$ cat src/rtl/adder_multiword_seq.sv
// Wide adder sequencer: drives one external 16-bit adder one chunk per cycle, LSB chunk first.
// Latency: operands accepted at edge T, out_valid high after edge T+WORDS; issue interval WORDS+2.
// Backpressure: in_ready only in IDLE; result held in DONE until out_valid && out_ready.
//
// Ports:
//   clk, rst_n            clock, asynchronous active-low reset
//   in_valid/in_ready     operand handshake (op_a, op_b, op_cin)
//   out_valid/out_ready   result handshake (result, result_cout[, result_ovf])
//   add_a/add_b/add_cin   drive the external combinational adder
//   add_sum/add_cout      sampled from the adder in the same cycle
// Optional: define ADDER_SEQ_OVF_EN to add result_ovf, the signed overflow of the full add.

module adder_multiword_seq #(
    parameter int WORDS = 4
) (
    input  logic                  clk,
    input  logic                  rst_n,
    input  logic                  in_valid,
    output logic                  in_ready,
    input  logic [16*WORDS-1:0]   op_a,
    input  logic [16*WORDS-1:0]   op_b,
    input  logic                  op_cin,
    output logic                  out_valid,
    input  logic                  out_ready,
    output logic [16*WORDS-1:0]   result,
    output logic                  result_cout,
`ifdef ADDER_SEQ_OVF_EN
    output logic                  result_ovf,
`endif
    output logic [15:0]           add_a,
    output logic [15:0]           add_b,
    output logic                  add_cin,
    input  logic [15:0]           add_sum,
    input  logic                  add_cout
);

    localparam int W    = 16 * WORDS;
    localparam int IDXW = (WORDS > 1) ? $clog2(WORDS) : 1;
    localparam logic [IDXW-1:0] LAST_IDX = IDXW'(WORDS - 1);

    typedef enum logic [1:0] {
        IDLE = 2'd0,
        RUN  = 2'd1,
        DONE = 2'd2
    } state_t;

    state_t          state_q, state_d;
    logic [IDXW-1:0] idx_q, idx_d;
    logic            carry_q, carry_d;
    logic [W-1:0]    a_q, a_d;
    logic [W-1:0]    b_q, b_d;
    logic [W-1:0]    res_q, res_d;
    logic            cout_q, cout_d;
    logic            out_valid_q, out_valid_d;
`ifdef ADDER_SEQ_OVF_EN
    logic            ovf_q, ovf_d;
`endif

    always_comb begin
        state_d     = state_q;
        idx_d       = idx_q;
        carry_d     = carry_q;
        a_d         = a_q;
        b_d         = b_q;
        res_d       = res_q;
        cout_d      = cout_q;
        out_valid_d = out_valid_q;
`ifdef ADDER_SEQ_OVF_EN
        ovf_d       = ovf_q;
`endif
        add_a       = 16'd0;
        add_b       = 16'd0;
        add_cin     = 1'b0;

        case (state_q)
            IDLE: begin
                // in_ready is high in IDLE, so in_valid alone completes the handshake.
                if (in_valid) begin
                    a_d     = op_a;
                    b_d     = op_b;
                    carry_d = op_cin;
                    idx_d   = '0;
                    state_d = RUN;
                end
            end
            RUN: begin
                // Explicit chunk mux keeps the index arithmetic width-clean for any WORDS.
                for (int i = 0; i < WORDS; i++) begin
                    if (idx_q == IDXW'(i)) begin
                        add_a               = a_q[i*16 +: 16];
                        add_b               = b_q[i*16 +: 16];
                        res_d[i*16 +: 16]   = add_sum;
                    end
                end
                add_cin = carry_q;
                carry_d = add_cout;
                if (idx_q == LAST_IDX) begin
                    // Index parks on the last chunk; it is reloaded on the next accept.
                    state_d     = DONE;
                    out_valid_d = 1'b1;
                    cout_d      = add_cout;
`ifdef ADDER_SEQ_OVF_EN
                    // a^b^sum at bit 15 recovers the carry into the MSB; XOR with carry out.
                    ovf_d       = add_a[15] ^ add_b[15] ^ add_sum[15] ^ add_cout;
`endif
                end else begin
                    idx_d = idx_q + IDXW'(1);
                end
            end
            DONE: begin
                if (out_ready) begin
                    state_d     = IDLE;
                    out_valid_d = 1'b0;
                end
            end
            default: begin
                state_d     = IDLE;
                out_valid_d = 1'b0;
            end
        endcase
    end

    always_ff @(posedge clk or negedge rst_n) begin
        if (!rst_n) begin
            state_q     <= IDLE;
            idx_q       <= '0;
            carry_q     <= 1'b0;
            a_q         <= '0;
            b_q         <= '0;
            res_q       <= '0;
            cout_q      <= 1'b0;
            out_valid_q <= 1'b0;
`ifdef ADDER_SEQ_OVF_EN
            ovf_q       <= 1'b0;
`endif
        end else begin
            state_q     <= state_d;
            idx_q       <= idx_d;
            carry_q     <= carry_d;
            a_q         <= a_d;
            b_q         <= b_d;
            res_q       <= res_d;
            cout_q      <= cout_d;
            out_valid_q <= out_valid_d;
`ifdef ADDER_SEQ_OVF_EN
            ovf_q       <= ovf_d;
`endif
        end
    end

    assign in_ready    = (state_q == IDLE);
    assign out_valid   = out_valid_q;
    assign result      = res_q;
    assign result_cout = cout_q;
`ifdef ADDER_SEQ_OVF_EN
    assign result_ovf  = ovf_q;
`endif

endmodule
$ cat config.mk
export PLATFORM = sky130hd
export DESIGN_NAME = adder_multiword_seq
export DESIGN_NICKNAME = d
export VERILOG_FILES = /design/src/rtl/adder_multiword_seq.sv
export SDC_FILE = /design/constraint.sdc
export NUM_CORES = 1
export LEC_CHECK = 0
export CORE_MARGIN = 1
export CORE_UTILIZATION = 38
export CTS_CLUSTER_DIAMETER = 100
export DETAILED_ROUTE_END_ITERATION = 10
export PLACE_DENSITY = 0.68
export SYNTH_ARGS = -nofsm -noshare
export SYNTH_HDL_FRONTEND = slang
export SYNTH_SLANG_ARGS = --single-unit
$ cat constraint.sdc
create_clock -name clk -period 1.8 [get_ports clk]
set_input_delay 0.36 -clock clk [delete_from_list [all_inputs] [get_ports clk]]
set_output_delay 0.36 -clock clk [all_outputs]
set_load 0.01 [all_outputs]
# Word-level counts from Yosys, hierarchy flattened
# Cells that the tools add are included.
[totals]
ff_bits = 199
inputBits = 150
wordCells = 57
[classes]
addsub = 1
eq_ne = 9
muxes = 23
n_bitwise = 1
n_reduce_logical = 12
[ops]
columns = ["op", "count"]
rows = [
  ["two-way mux 16 bit", 10],
  ["AND reduction 2 bit", 6],
  ["two-way mux 2 bit", 5],
  ["AND reduction 3 bit", 3],
  ["inequality test 2 bit (second input constant)", 4],
  ["== test 2 bit (second input constant)", 3],
  ["one-hot mux 2 bit (3 select lines)", 1],
  ["== test 2 x 1 -> 1 bit (second input constant)", 2],
  ["logical NOT 2 bit", 2],
  ["two-way mux 1 bit", 4],
  ["one-hot mux 2 bit (2 select lines)", 1],
  ["one-hot mux 1 bit (3 select lines)", 1],
  ["adder 2 x 1 -> 2 bit (second input constant)", 1],
  ["one-hot mux 1 bit (2 select lines)", 1],
  ["nonzero test 2 bit", 1],
  ["NOT 1 bit", 1],
]

# Longest topological paths before layout
[depth]
word_depth = 6
ltp_mapped = 8
mapped_depth_nobuf = 5

# Least setup slack after synthesis
# OpenSTA, ideal clock, no wires.
[synth_timing]
path_type = "reg-to-output"
from = "reg idx_q[1]"
to = "out add_a[0]"
arrival_time_ns = 1.593
required_ns = 1.440
slack_ns = -0.153
stages_incl_launch_ff = 8
path_cell_list = "dfrtp_1 > inv_1 > ha_1 > buf_2 > nor2b_1 > clkbuf_1 > a221oi_1 > o2bb2ai_1"
[synth_between]
elab_chain_len = 6
elab_cells_between_ends = 9
classes_between = "eq/ne (3); mux (5); reduce/logical (1)"
[synth_rtl]
columns = ["item", "line", "rtl"]
rows = [
  ["start, declared", "48", "logic [IDXW-1:0] idx_q, idx_d;"],
  ["start signal, assigned", "138", "idx_q <= idx_d;"],
  ["logical NOT 2 bit", "89", "if (idx_q == IDXW'(i)) begin"],
  ["two-way mux 16 bit (3 in series)", "89", ""],
  ["two-way mux 16 bit *", "89", ""],
  ["two-way mux 16 bit *", "75", "case (state_q)"],
  ["end, declared", "30", "output logic [15:0] add_a,"],
]
# Every way passes the cells marked *; elsewhere a longest branch is shown, timed or not.

# Worst setup path in the final report
[layout_timing]
from = "reg idx_q[0]"
to = "out add_a[12]"
# The elaborated chain is that of the path after synthesis.

==> flow_summary.json <==
{
  "status": "finished with violations",
  "failed_checks": "setup timing",
  "powerDensity_mw_per_mm2": 1936,
  "dieWidth_um": 151.1,
  "fill_cells": 1615,
  "hold-worst-slack_ps": 446.1,
  "cts_sinks": 199,
  "seqPwrFrac_pct": 32.9,
  "p_sw_mw": 8.815,
  "routed_wirelength_mm": 23.90,
  "die_h_um": 151.1,
  "pre_cts_slack_ps": -623.8,
  "internal_power_mw": 16.60,
  "fmax_mhz": 409.9,
  "root_buffer": "clkbuf_16",
  "synth_area_per_cell_um2": 14.88,
  "clkTransAtPathRegs_ps": 70,
  "drv_cap": 0,
  "pwr-share-comb_pct": 52.1,
  "initial_core_util_pct": 38.73,
  "row_count": 54,
  "port_buffers": 249,
  "grt_pass1_wl_mm": 35.85,
  "fin_area_mm2": 0.01313,
  "setup_viol": 147,
  "ir_worst_vdd_uv": 950.3,
  "antenna_found_initial": 1,
  "nets": 1024,
  "layout_common_cells": "clkdlybuf4s50_1 (213), dfrtp_1 (196), mux2_2 (175)",
  "syn_inst": 568,
  "cts_max_path_buffers": 2,
  "antenna_left": 0,
  "grt_use_total_pct": 20.96,
  "fin_ws_ps": -639.8,
  "slew_violations": 0,
  "path_max_fanout": 5,
  "synth-seq-cells": 199,
  "reg2reg_from": "state_q[1]$_DFFE_PN0P_",
  "placed_area_mm2": 0.01160,
  "path_class": "reg2out",
  "hpwl_mm": 16.18,
  "synthesis.area_mm2": 0.008453,
  "leakagePower_nw": 5.395,
  "drc_errors": 0,
  "drtPass1Iterations": 4,
  "p_total_mw": 25.42,
  "fin_util_pct": 60.17,
  "grt_max_degree": 49,
  "die_area_mm2": 0.02284,
  "cts_tree": "built",
  "worstPathArrival_ps": 2080,
  "fin_skew_ps": 4.807,
  "clock_latency_ps": 430,
  "grt_overflow_total": 0,
  "period_share_pct": 135.5,
  "p_sw_share_pct": 34.68,
  "synth-seq-area-share_pct": 58.91,
  "relSlewSlack_pct": 69.16,
  "yosysWarnings": 0,
  "tightest_slew_ps": 462.6,
  "drive_above_1_share_pct": 45.98,
  "hold_viol": 0,
  "routedWlPerCell_um": 20.54,
  "fp.coreArea_mm2": 0.02182,
  "rsz0062_at_grt": "yes",
  "synth_cell_types": 29,
  "io_pins": 250,
  "finalCriticalPeriod_ps": 2440,
  "cts_made_buffers": 17,
  "final_cells": 1164,
  "grt_pass1_vias": 6470,
  "finalSetupTns_ps": -22820,
  "area_delta_synth_final_pct": 55.34,
  "critPathLaunchType": "flop",
  "hold_class": "in2async",
  "clockPowerShare_pct": 14.9,
  "drtIter0Drc": 128,
  "place.gp.congestion": 0.8084,
  "startpoint": "idx_q[0]$_DFFE_PN0P_",
  "cp_data_required_time_ps": 1440,
  "num_vias": 6012,
  "dpl.cell_count": 1100,
  "syn_nets": 722,
  "final_common_cell": "clkdlybuf4s50_1",
  "cp-end-kind": "output pin",
  "viasPerCell": 5.165,
  "h-tree-depth": 4
}
## cell families (layout without fill, tap and decap cells)
group | after synthesis | count (layout) | synth area share [%]
buffers and inverters | 48 | 363 | 3.523
multiplexers | 193 | 193 | 26.33
adder cells (fa/ha/maj) | 4 | 4 | 0.5921
AND/OR/NAND/NOR | 18 | 18 | 1.421
AO/OA/AOI/OAI | 106 | 106 | 9.221
flip-flops | 199 | 199 | 58.91
other | 0 | 1 | 0
## layer usage
metal / track usage (%) / wire length [um] / share of wire (%)
met5: 0 / 0 / 0
met4: 7.150 / 593 / 2.5
met3: 5.994 / 1515 / 6.3
met2: 35.30 / 11850 / 50
met1: 25.68 / 9946 / 42
## cells in the mapped netlist
| cell | number | area (um2) |
|---|---|---|
| a21o_1 | 1 | 7.510 |
| a21oi_1 | 1 | 5.000 |
| a221oi_1 | 32 | 280.3 |
| a22oi_1 | 2 | 15.01 |
| a31oi_1 | 1 | 6.260 |
| and2_1 | 1 | 6.260 |
| and2_4 | 1 | 8.760 |
| buf_1 | 1 | 3.750 |
| buf_2 | 7 | 35.03 |
| buf_4 | 12 | 90.09 |
| buf_6 | 7 | 78.83 |
| buf_8 | 1 | 15.01 |
| clkbuf_1 | 15 | 56.30 |
| dfrtp_1 | 199 | 4980 |
| ha_1 | 4 | 50.05 |
| inv_1 | 4 | 15.01 |
| inv_2 | 1 | 3.750 |
| mux2_2 | 179 | 2016 |
| mux2_4 | 14 | 210.2 |
| nand2_1 | 2 | 7.510 |
| nand2_2 | 3 | 18.77 |
| nor2_1 | 4 | 15.01 |
| nor2b_1 | 3 | 18.77 |
| nor2b_4 | 1 | 13.76 |
| nor3b_2 | 2 | 25.02 |
| o21ai_0 | 32 | 160.2 |
| o21ai_1 | 5 | 25.02 |
| o2bb2ai_1 | 32 | 280.3 |
| or2_2 | 1 | 6.260 |
## power by group through the flow
stage	logic (mW)	registers (mW)	clock network [mW]
2_1_floorplan	5.73	8.11	0
3_3_place_gp	10.9	7.98	0
3_5_place_dp	11.1	8.13	0
4_1_cts	12.2	8.22	3.87
5_1_grt	14.2	8.66	4.08
6_report	13.3	8.37	3.80
## flip-flops by register name, summed over array words and instances (netlist names)
signal and flops:
a_q 64, b_q 64, result 64, idx_q 2, state_q 2, carry_q 1
out_valid 1, result_cout 1
## worst max-delay path, stage by stage, from the launching register on
cell and delay [ps]:
dfrtp_2 450, buf_6 130, ha_4 170, nor2b_4 200
buf_6 150, clkbuf_16 140, a221oi_2 60, o2bb2ai_1 170
buf_2 170
## final cells by class
type / instances / area (um2) / share of cell area [%]
Timing Repair Buffer: 326 / 3523 / 26.83
Multi-Input combinational cell: 321 / 3671 / 27.96
Clock inverter: 14 / 137.6 / 1.048
Sequential cell: 199 / 4984 / 37.95
Antenna cell: 1 / 2.502 / 0.01906
Tap cell: 280 / 350.3 / 2.668
Inverter: 5 / 23.77 / 0.1810
Clock buffer: 18 / 439.2 / 3.344
## timing repair
item / 4_1_cts / 5_1_grt
gates resized for setup: 198 / 84
hold buffers: 1 / 0
gates cloned: 7 / 6
endpoints found under the hold margin: 42 / 0
setup endpoints to repair: 109 / 53
pin swaps: 14 / 29
buffers inserted: 15 / 8
## path summary, 6_finish.rpt
check / end / depth (start not counted) / slack (ps)
setup / recovery: add_a[12] / 8 / -640
hold / removal: result[53]$_DFFE_PN0P_ / 2 / 450
setup reg to reg: a_q[53]$_DFFE_PN0P_ / 7 / -90
hold reg to reg: a_q[37]$_DFFE_PN0P_ / 1 / 500
max in group asynchronous: b_q[25]$_DFFE_PN0P_ / 3 / 730
min in group clk: a_q[37]$_DFFE_PN0P_ / 1 / 500
No activity file was read; power rests on OpenSTA's default activity.
